[src/rtl/booth_seq_divider_if.sv]
// Handshake and data bundle for booth_seq_divider.
// The master side issues operands and start; the slave side returns status and results.
interface booth_seq_divider_if #(
    parameter int WIDTH = 4
);
    logic                   start;
    logic [2*WIDTH-1:0]     dividend;
    logic [WIDTH-1:0]       divisor;
    logic                   busy;
    logic                   done;
    logic [WIDTH-1:0]       quotient;
    logic [WIDTH-1:0]       remainder;
    logic                   overflow;
    logic                   div_by_zero;

    modport master (
        output start, dividend, divisor,
        input  busy, done, quotient, remainder, overflow, div_by_zero
    );

    modport slave (
        input  start, dividend, divisor,
        output busy, done, quotient, remainder, overflow, div_by_zero
    );
endinterface

[src/rtl/booth_seq_divider.sv]
// Sequential signed divider: restoring radix-2 on magnitudes, one quotient bit per clock,
// followed by a single sign-fixup cycle that registers the results and pulses done.
module booth_seq_divider #(
    parameter int WIDTH = 4
) (
    input  logic               clk,
    input  logic               rst,
    booth_seq_divider_if.slave bus
);
    localparam int DW = 2 * WIDTH;
    localparam int CW = $clog2(DW) + 1;
    localparam logic [DW-1:0] POS_LIM = DW'((1 << (WIDTH - 1)) - 1);
    localparam logic [DW-1:0] NEG_LIM = DW'(1 << (WIDTH - 1));

    typedef enum logic [1:0] {IDLE, ITER, FIX} state_t;

    state_t             state_reg;
    state_t             state_next;
    logic [CW-1:0]      cnt_reg;
    logic               sign_dvd_reg;
    logic               sign_dsr_reg;
    logic               zero_reg;
    logic [DW-1:0]      dvd_mag_reg;
    logic [WIDTH-1:0]   dsr_mag_reg;
    logic [WIDTH-1:0]   dvd_low_reg;
    logic [WIDTH:0]     rem_reg;
    logic [DW-1:0]      q_mag_reg;

    logic               done_reg;
    logic [WIDTH-1:0]   quotient_reg;
    logic [WIDTH-1:0]   remainder_reg;
    logic               overflow_reg;
    logic               div_by_zero_reg;

    logic               accept;
    logic [WIDTH+1:0]   rem_shift;
    logic [WIDTH+1:0]   trial;
    logic               trial_ok;
    logic               q_neg;
    logic [WIDTH-1:0]   q_low;
    logic [WIDTH-1:0]   q_fix;
    logic [WIDTH-1:0]   r_fix;
    logic               ovf_fix;

    assign accept = (state_reg == IDLE) && bus.start;

    always_ff @(posedge clk or posedge rst) begin
        if (rst) begin
            state_reg <= IDLE;
        end else begin
            state_reg <= state_next;
        end
    end

    always_comb begin
        state_next = state_reg;
        case (state_reg)
            IDLE: begin
                if (bus.start) begin
                    state_next = (bus.divisor == '0) ? FIX : ITER;
                end
            end
            ITER: begin
                if (cnt_reg == CW'(DW - 1)) begin
                    state_next = FIX;
                end
            end
            FIX:     state_next = IDLE;
            default: state_next = IDLE;
        endcase
    end

    // The extra top bit of the trial difference is the borrow: set means restore.
    always_comb begin
        rem_shift = {rem_reg, dvd_mag_reg[DW-1]};
        trial     = rem_shift - {2'b00, dsr_mag_reg};
        trial_ok  = ~trial[WIDTH+1];
    end

    // Low bits of a negated magnitude equal the negation of its low bits, so only
    // the overflow test needs the full-width quotient magnitude.
    always_comb begin
        q_neg   = sign_dvd_reg ^ sign_dsr_reg;
        q_low   = q_mag_reg[WIDTH-1:0];
        q_fix   = q_neg ? -q_low : q_low;
        r_fix   = sign_dvd_reg ? -rem_reg[WIDTH-1:0] : rem_reg[WIDTH-1:0];
        ovf_fix = q_neg ? (q_mag_reg > NEG_LIM) : (q_mag_reg > POS_LIM);
    end

    always_ff @(posedge clk or posedge rst) begin
        if (rst) begin
            cnt_reg      <= '0;
            sign_dvd_reg <= 1'b0;
            sign_dsr_reg <= 1'b0;
            zero_reg     <= 1'b0;
            dvd_mag_reg  <= '0;
            dsr_mag_reg  <= '0;
            dvd_low_reg  <= '0;
            rem_reg      <= '0;
            q_mag_reg    <= '0;
        end else if (accept) begin
            cnt_reg      <= '0;
            sign_dvd_reg <= bus.dividend[DW-1];
            sign_dsr_reg <= bus.divisor[WIDTH-1];
            zero_reg     <= (bus.divisor == '0);
            dvd_mag_reg  <= bus.dividend[DW-1] ? -bus.dividend : bus.dividend;
            dsr_mag_reg  <= bus.divisor[WIDTH-1] ? -bus.divisor : bus.divisor;
            dvd_low_reg  <= bus.dividend[WIDTH-1:0];
            rem_reg      <= '0;
            q_mag_reg    <= '0;
        end else if (state_reg == ITER) begin
            cnt_reg     <= cnt_reg + 1'b1;
            dvd_mag_reg <= {dvd_mag_reg[DW-2:0], 1'b0};
            rem_reg     <= trial_ok ? trial[WIDTH:0] : rem_shift[WIDTH:0];
            q_mag_reg   <= {q_mag_reg[DW-2:0], trial_ok};
        end else if (state_reg == FIX) begin
            cnt_reg <= '0;
        end
    end

    always_ff @(posedge clk or posedge rst) begin
        if (rst) begin
            done_reg        <= 1'b0;
            quotient_reg    <= '0;
            remainder_reg   <= '0;
            overflow_reg    <= 1'b0;
            div_by_zero_reg <= 1'b0;
        end else begin
            done_reg <= (state_reg == FIX);
            if (state_reg == FIX) begin
                if (zero_reg) begin
                    quotient_reg    <= '1;
                    remainder_reg   <= dvd_low_reg;
                    overflow_reg    <= 1'b0;
                    div_by_zero_reg <= 1'b1;
                end else begin
                    quotient_reg    <= q_fix;
                    remainder_reg   <= r_fix;
                    overflow_reg    <= ovf_fix;
                    div_by_zero_reg <= 1'b0;
                end
            end
        end
    end

    assign bus.busy        = (state_reg != IDLE);
    assign bus.done        = done_reg;
    assign bus.quotient    = quotient_reg;
    assign bus.remainder   = remainder_reg;
    assign bus.overflow    = overflow_reg;
    assign bus.div_by_zero = div_by_zero_reg;
endmodule

[src/flat_wrapper.sv]
// flat-port wrapper written by rule: the top's interface ports become plain ports
module booth_seq_divider_flat 
#(
    parameter int WIDTH = 4
)
  (clk, rst, bus_start, bus_dividend, bus_divisor, bus_busy, bus_done, bus_quotient, bus_remainder, bus_overflow, bus_div_by_zero);
  booth_seq_divider_if #(.WIDTH(WIDTH)) bus_i ();
  input  logic clk;
  input  logic rst;
  input wire logic [$bits(bus_i.start)-1:0] bus_start;
  input wire logic [$bits(bus_i.dividend)-1:0] bus_dividend;
  input wire logic [$bits(bus_i.divisor)-1:0] bus_divisor;
  output wire logic [$bits(bus_i.busy)-1:0] bus_busy;
  output wire logic [$bits(bus_i.done)-1:0] bus_done;
  output wire logic [$bits(bus_i.quotient)-1:0] bus_quotient;
  output wire logic [$bits(bus_i.remainder)-1:0] bus_remainder;
  output wire logic [$bits(bus_i.overflow)-1:0] bus_overflow;
  output wire logic [$bits(bus_i.div_by_zero)-1:0] bus_div_by_zero;
  assign bus_i.start = bus_start;
  assign bus_i.dividend = bus_dividend;
  assign bus_i.divisor = bus_divisor;
  assign bus_busy = bus_i.busy;
  assign bus_done = bus_i.done;
  assign bus_quotient = bus_i.quotient;
  assign bus_remainder = bus_i.remainder;
  assign bus_overflow = bus_i.overflow;
  assign bus_div_by_zero = bus_i.div_by_zero;
  booth_seq_divider #(.WIDTH(WIDTH)) u_core (.clk(clk), .rst(rst), .bus(bus_i));
endmodule
[config.mk]
export PLATFORM = sky130hd
export DESIGN_NAME = booth_seq_divider_flat
export DESIGN_NICKNAME = d
export VERILOG_FILES = /design/src/rtl/booth_seq_divider_if.sv /design/src/rtl/booth_seq_divider.sv /design/src/flat_wrapper.sv
export SDC_FILE = /design/constraint.sdc
export NUM_CORES = 1
export LEC_CHECK = 0
export ABC_AREA = 0
export BUFFER_PORTS_ARGS = -buffer_cell sky130_fd_sc_hd__buf_2
export CORE_AREA = 3 3 75 77
export CTS_BUF_LIST = sky130_fd_sc_hd__clkbuf_8
export DETAILED_ROUTE_END_ITERATION = 12
export DIE_AREA = 0 0 78 80
export PLACE_DENSITY = 0.76
export SKIP_LAST_GASP = 1
export SYNTH_ARGS = -nofsm -noshare
export SYNTH_HDL_FRONTEND = slang
export SYNTH_SLANG_ARGS = --single-unit
[constraint.sdc]
create_clock -name clk -period 1.7 [get_ports clk]
set_clock_uncertainty 0.15 [all_clocks]
set_input_delay 0 -clock clk [delete_from_list [all_inputs] [get_ports clk]]
set_output_delay 0 -clock clk [all_outputs]
set_load 0.02 [all_outputs]
# Word-level counts from Yosys, hierarchy flattened

Index checks and enable logic that the tools add are counted.

Register bits after elaboration: 49
Bits in latches: 0
Memory bits (writable): 0
Bits in read-only memories: 0
Input bits: 15
Output and inout port bits: 12
Word-level logic and storage cells: 60
Memories kept: 0

Add/sub/neg operators: 6
Multipliers: 0
Divide/modulo/power cells: 0
Magnitude comparators: 2
Equality and inequality tests: 5
Shifts and indexed selects: 0
Muxes and demuxes: 23
Bitwise logic cells: 2
Reduce and logical (&&, ||, !) cells: 7

Operators with widths:

| cell                  | count |
|---|---|
| $mux W8               | 5 |
| $mux W4               | 8 |
| $mux W5               | 3 |
| $neg A4 Y4            | 3 |
| $gt A8 B3 Y1 const B  | 1 |
| $gt A8 B4 Y1 const B  | 1 |
| $neg A8 Y8            | 1 |
| $mux W2               | 3 |
| $sub A6 B4 Y6         | 1 |
| $add A4 B1 Y4 const B | 1 |
| $eq A4 B3 Y1 const B  | 1 |
| $logic_not A4 Y1      | 1 |
| $pmux W2 S2           | 1 |
| $reduce_bool A2 Y1    | 2 |
| $mux W1               | 3 |
| $reduce_bool A3 Y1    | 1 |
| $eq A2 B1 Y1 const B  | 1 |
| $eq A2 B2 Y1 const B  | 1 |
| $logic_not A2 Y1      | 1 |
| $ne A2 B1 Y1 const B  | 1 |
| $ne A2 B2 Y1 const B  | 1 |
| $reduce_and A2 Y1     | 1 |
| $logic_and A1 B1 Y1   | 1 |
| $not A1 Y1            | 1 |
| $xor A1 B1 Y1         | 1 |

# Longest topological paths before layout

Depth in word-level cells: 4
Gate-level depth with buffers: 8

# Worst setup path before layout

No wires, ideal clock.

Path type: reg2reg
From: register u_core.rem_reg[0]
To: register u_core.rem_reg[2]
Arrival: 1540 ps
Setup slack: -113 ps
Stages on the path, launching flop included: 7
Path buffers: 0
Period minus slack after synthesis: 1813 ps
Cells stage by stage: dfrtp_1 -> ha_1 -> and2b_1 -> o2111ai_1 -> o2111a_2 -> mux2i_1 -> a21oi_1

Longest elaborated chain between the ends: 4

Ends and longest elaborated chain:

| element                | line                     | RTL |
|---|---|---|
| start, declared        | booth_seq_divider.sv:26  | `logic [WIDTH:0] rem_reg;` |
| start signal, assigned | booth_seq_divider.sv:114 | `rem_reg <= trial_ok ? trial[WIDTH:0] : rem_shift[WIDTH:0];` |
| $sub A6 B4 Y6          | booth_seq_divider.sv:76  | `trial = rem_shift - {2'b00, dsr_mag_reg};` |
| $mux W5                | booth_seq_divider.sv:114 |  |
| $mux W5                | booth_seq_divider.sv:111 | `end else if (state_reg == ITER) begin` |
| $mux W5                | booth_seq_divider.sv:101 | `end else if (accept) begin` |

Every way passes these cells. The select of a mux whose other input is x is not followed.
A chain may end at the register's enable or synchronous reset.

# Final worst setup path

From: register u_core.rem_reg[0]
To: register u_core.remainder_reg[1], in the netlist u_core.bus.remainder[1]

Longest elaborated chain between the ends: 3

Ends and longest elaborated chain:

| element              | line                     | RTL |
|---|---|---|
| $neg A4 Y4           | booth_seq_divider.sv:86  | `r_fix = sign_dvd_reg ? -rem_reg[WIDTH-1:0] : rem_reg[WIDTH-1:0];` |
| $mux W4              | booth_seq_divider.sv:86  |  |
| $mux W4              | booth_seq_divider.sv:131 | `if (zero_reg) begin` |
| end signal, assigned | booth_seq_divider.sv:133 | `remainder_reg <= dvd_low_reg;` |
| end signal, assigned | booth_seq_divider.sv:138 | `remainder_reg <= r_fix;` |
| end, declared        | booth_seq_divider.sv:31  | `logic [WIDTH-1:0] remainder_reg;` |

Every way passes these cells.

==> results.md <==
| Parameter | Reported | Unit |
|---|---|---|
| Result of the run | finished with violations | - |
| Failing checks | setup timing | - |
| GRT Residual Overflow | 0 | - |
| Met1 track utilization from global routing | 26.8 | % |
| Layout cell share with drive strength beyond 1 | 26.8 | % |
| Floorplan row count | 26 | - |
| Internal power of the cells | 3.76 | mW |
| Startpoint of the worst register-to-register path | u_core.rem_reg[0] | - |
| Number of port buffers | 26 | - |
| Grt peak-use layer | met2 | - |
| Dominant cells by area after synthesis | dfrtp_1 (45%), mux2i_1 (6.6%), ha_1 (5.5%) | - |
| Number of global-route vias before repair | 2354 | - |
| Antenna violations before repair | 0 | - |
| Number of filler cells placed in the layout | 402 | - |
| Total global routing track utilization | 21.0 | % |
| Syn_nets | 320 | - |
| Antenna cell count | 0 | - |
| Worst flop-to-flop path endpoint | u_core.bus.remainder[1] | - |
| Kind of critical path | flop to flop | - |
| Mapped Area | 2730 | µm² |
| Die area | 6240 | µm² |
| Vias | 2343 | - |
| Tightest hold margin | 0.0369 | ns |
| Starting density of the core | 53.7 | % |
| Cell count after synthesis | 292 | - |
| Critical path fanouts, max | 3 | - |
| Register area | 1230 | µm² |
| Clock-pin slew on the worst setup and hold paths | 0.09 | ns |
| Commonest cells after routing, fill and taps aside | dfrtp_1 (49), nand2_1 (36), nor2_1 (31) | - |
| Path depth of the worst reg2reg path | 8 | - |
| Number of H-tree levels | 2 | - |
| Final layout net count | 392 | - |
| Post-layout minimum cycle time | 1.91 | ns |
| Area fraction of the dominant cell type after synthesis | 45.0 | % |
| Clock buffer depth | 2 | - |
| Combinational cell fraction of total power | 59.3 | % |
| VDD IR-drop max | 0.782 | mV |
| Post-detailed-route DRC marker count | 0 | - |
| Antenna-violating nets left | 0 | - |
| Final weighted congestion in routability-driven placement | 0.877 | - |
| Routed length per placed instance | 14.7 | µm |
| RSZ-0062 raised after global routing | true | - |
| Power per unit of standard cell area | 1780 | nW/µm² |
| DRC violation total after the first TritonRoute iteration | 120 | - |
| Clock insertion delay at the later pin of the skew report | 0.30 | ns |
| Max Slew Vio Count | 0 | - |
| Top-level port count | 27 | - |
| Type of the worst min-delay path | input port to async pin | - |
| Layout Utilization | 70.6 | % |
| Most frequent standard cell in the layout excluding fill and tap cells | dfrtp_1 | - |
| Register bit total from synthesis | 49 | - |
| Sequential power share | 29.8 | % |
| P_leak | 1.67 | nW |
| Area of combinational cells with multiple inputs | 1460 | µm² |
| Warnings, synthesis | 0 | - |
| # setup viols final | 8 | - |
| CTS buffer count | 5 | - |
| HPWL after detailed placement | 4160 | µm |
| DRT Pass-1 Iters | 4 | - |
| Clock network fraction of design power | 10.9 | % |
| Post-layout worst setup margin | -0.207 | ns |
| Total wirelength of the detailed-routed design | 6380 | µm |
| Pin count of the biggest net entering global routing | 29 | - |
| Max-capacitance violation count | 0 | - |
| Cell at the root of the clock tree | clkbuf_8 | - |
| Worst max-slew margin expressed relative to the limit | 65.7 | % |
| Maximum clock frequency | 0.524 | GHz |
| Number of endpoints with negative hold slack in the final report | 0 | - |
| Fraction of the cycle the final worst path needs | 112 | % |
| CTS tree | done | - |
| Worst slack at placement | -0.171 | ns |
| Critical path required time | 1.75 | ns |
| Area Growth Syn to Fin | 31.3 | % |
| Net switching power | 2.63 | mW |
| Endpoint arrival time on the critical path | 1.95 | ns |
| Die Width | 78 | µm |
| Slew at the pin closest to its max-slew limit | 0.515 | ns |
| Sequential cell area fraction in the yosys report | 45.0 | % |
| Dominant cell type by area after synthesis | dfrtp_1 | - |
| Std-Cell Core Area | 5070 | µm² |
| Die Y-Extent | 80 | µm |
| Vias/cell | 5.39 | - |
| Startpoint type of the worst setup path | flop | - |
| Met3 capacity usage during global routing | 3.72 | % |
| Yosys cell types | 42 | - |
| Switching part of the total power | 41.2 | % |
| Worst reg2reg setup slack | -0.21 | ns |
| Synthesized area per cell | 9.34 | µm² |
| GR Util met2 | 36.5 | % |
| Sinks on the clock net | 49 | - |
| Sort of element at the end of the critical path | flop | - |
| Global-route wire length before repair | 10600 | µm |
==> power groups by stage <==
stage | Sequential, mW | Clock (mW) | Combinational (mW)
after floorplan | 2.02 | 0 | 2.02
after global placement | 1.87 | 0 | 3.17
after detailed placement | 1.90 | 0 | 3.27
after CTS | 1.88 | 0.710 | 3.47
after global routing | 1.97 | 0.749 | 4.18
final | 1.90 | 0.699 | 3.79
==> how the worst max path moves through the flow <==
stage / depth (start not counted) / start / endpoint / slack, ns
detailed placement: 6 / u_core.rem_reg[0] / u_core.rem_reg[2] / -0.17
finish: 8 / u_core.rem_reg[0] / u_core.bus.remainder[1] / -0.21
global route: 8 / u_core.dvd_mag_reg[7] / u_core.rem_reg[0] / -0.29
global placement: 6 / u_core.rem_reg[0] / u_core.rem_reg[2] / -0.1
CTS: 6 / u_core.rem_reg[0] / u_core.rem_reg[2] / -0.18
floorplan: 6 / u_core.rem_reg[0] / u_core.rem_reg[2] / -0.11
==> final cells by class <==
class | instances | area share, %
clock buffers | 5 | 1.92
clock inverters | 3 | 0.489
inverters | 20 | 2.17
multi-input cells | 210 | 40.7
flip-flops and latches | 49 | 34.2
well taps | 70 | 2.45
repair buffers | 78 | 18.0
==> metrics by stage <==
step	TNS, ns	power, mW	cell area [µm²]	instances
2_1_floorplan	-0.165	4.04	2740	292
3_3_place_gp	-0.364	5.04	3160	404
3_5_place_dp	-0.740	5.17	3160	404
4_1_cts	-0.927	6.05	3450	432
5_1_grt	-1.90	6.89	3580	435
6_report	-1.24	6.39	3580	435
==> repair_timing <==
action                                  CTS  global route
gates resized for setup                   9            21
endpoints found under the setup margin    8            13
hold buffers                             15             0
gates cloned                              0             1
pin swaps                                 2            12
buffers inserted                          5             2
endpoints found under the hold margin    70             0
==> synth_stat cells, drive strengths merged <==
| cell | instances |
|---|---|
| nor3 | 3 |
| o2111a | 1 |
| buf | 4 |
| nand4 | 1 |
| or3b | 1 |
| nand2 | 37 |
| a22o | 1 |
| nor4 | 3 |
| o211a | 1 |
| and2b | 1 |
| xor2 | 5 |
| nand3 | 7 |
| a21oi | 20 |
| or3 | 2 |
| nor2 | 32 |
| clkbuf | 9 |
| mux2 | 6 |
| xnor2 | 7 |
| ha | 12 |
| o21ai | 24 |
| a31oi | 2 |
| o2111ai | 1 |
| nor2b | 5 |
| o22ai | 1 |
| dfrtp | 49 |
| a21boi | 1 |
| inv | 20 |
| o31ai | 3 |
| nand2b | 4 |
| a211oi | 1 |
| nor4b | 2 |
| nand4b | 2 |
| o32a | 1 |
| nor3b | 1 |
| fa | 1 |
| o211ai | 3 |
| mux2i | 18 |
==> layer usage <==
layer | wire, µm | share of wire, %
met1 | 2830 | 44
met2 | 3170 | 50
met3 | 227 | 3.6
met4 | 148 | 2.3
met5 | 0 | 0
==> cell families (layout without fill, tap and decap cells) <==
group | after synthesis | count (layout) | synth area share (%)
compound gates | 60 | 60 | 12.9
xor+xnor | 12 | 12 | 3.85
fa+ha+maj | 13 | 13 | 6.24
buf+inv | 33 | 106 | 5.78
flops | 49 | 49 | 45.0
mux | 24 | 24 | 9.09
simple gates | 101 | 101 | 17.1
==> worst max-delay path: stages, from the launching register on <==
cell     delay, ns
dfrtp_1       0.41
buf_4         0.13
buf_6         0.11
inv_4         0.04
buf_4         0.12
ha_1          0.28
mux2i_1       0.18
o21ai_1       0.11
mux2_4        0.28
Power figures use the tool's default switching activity.
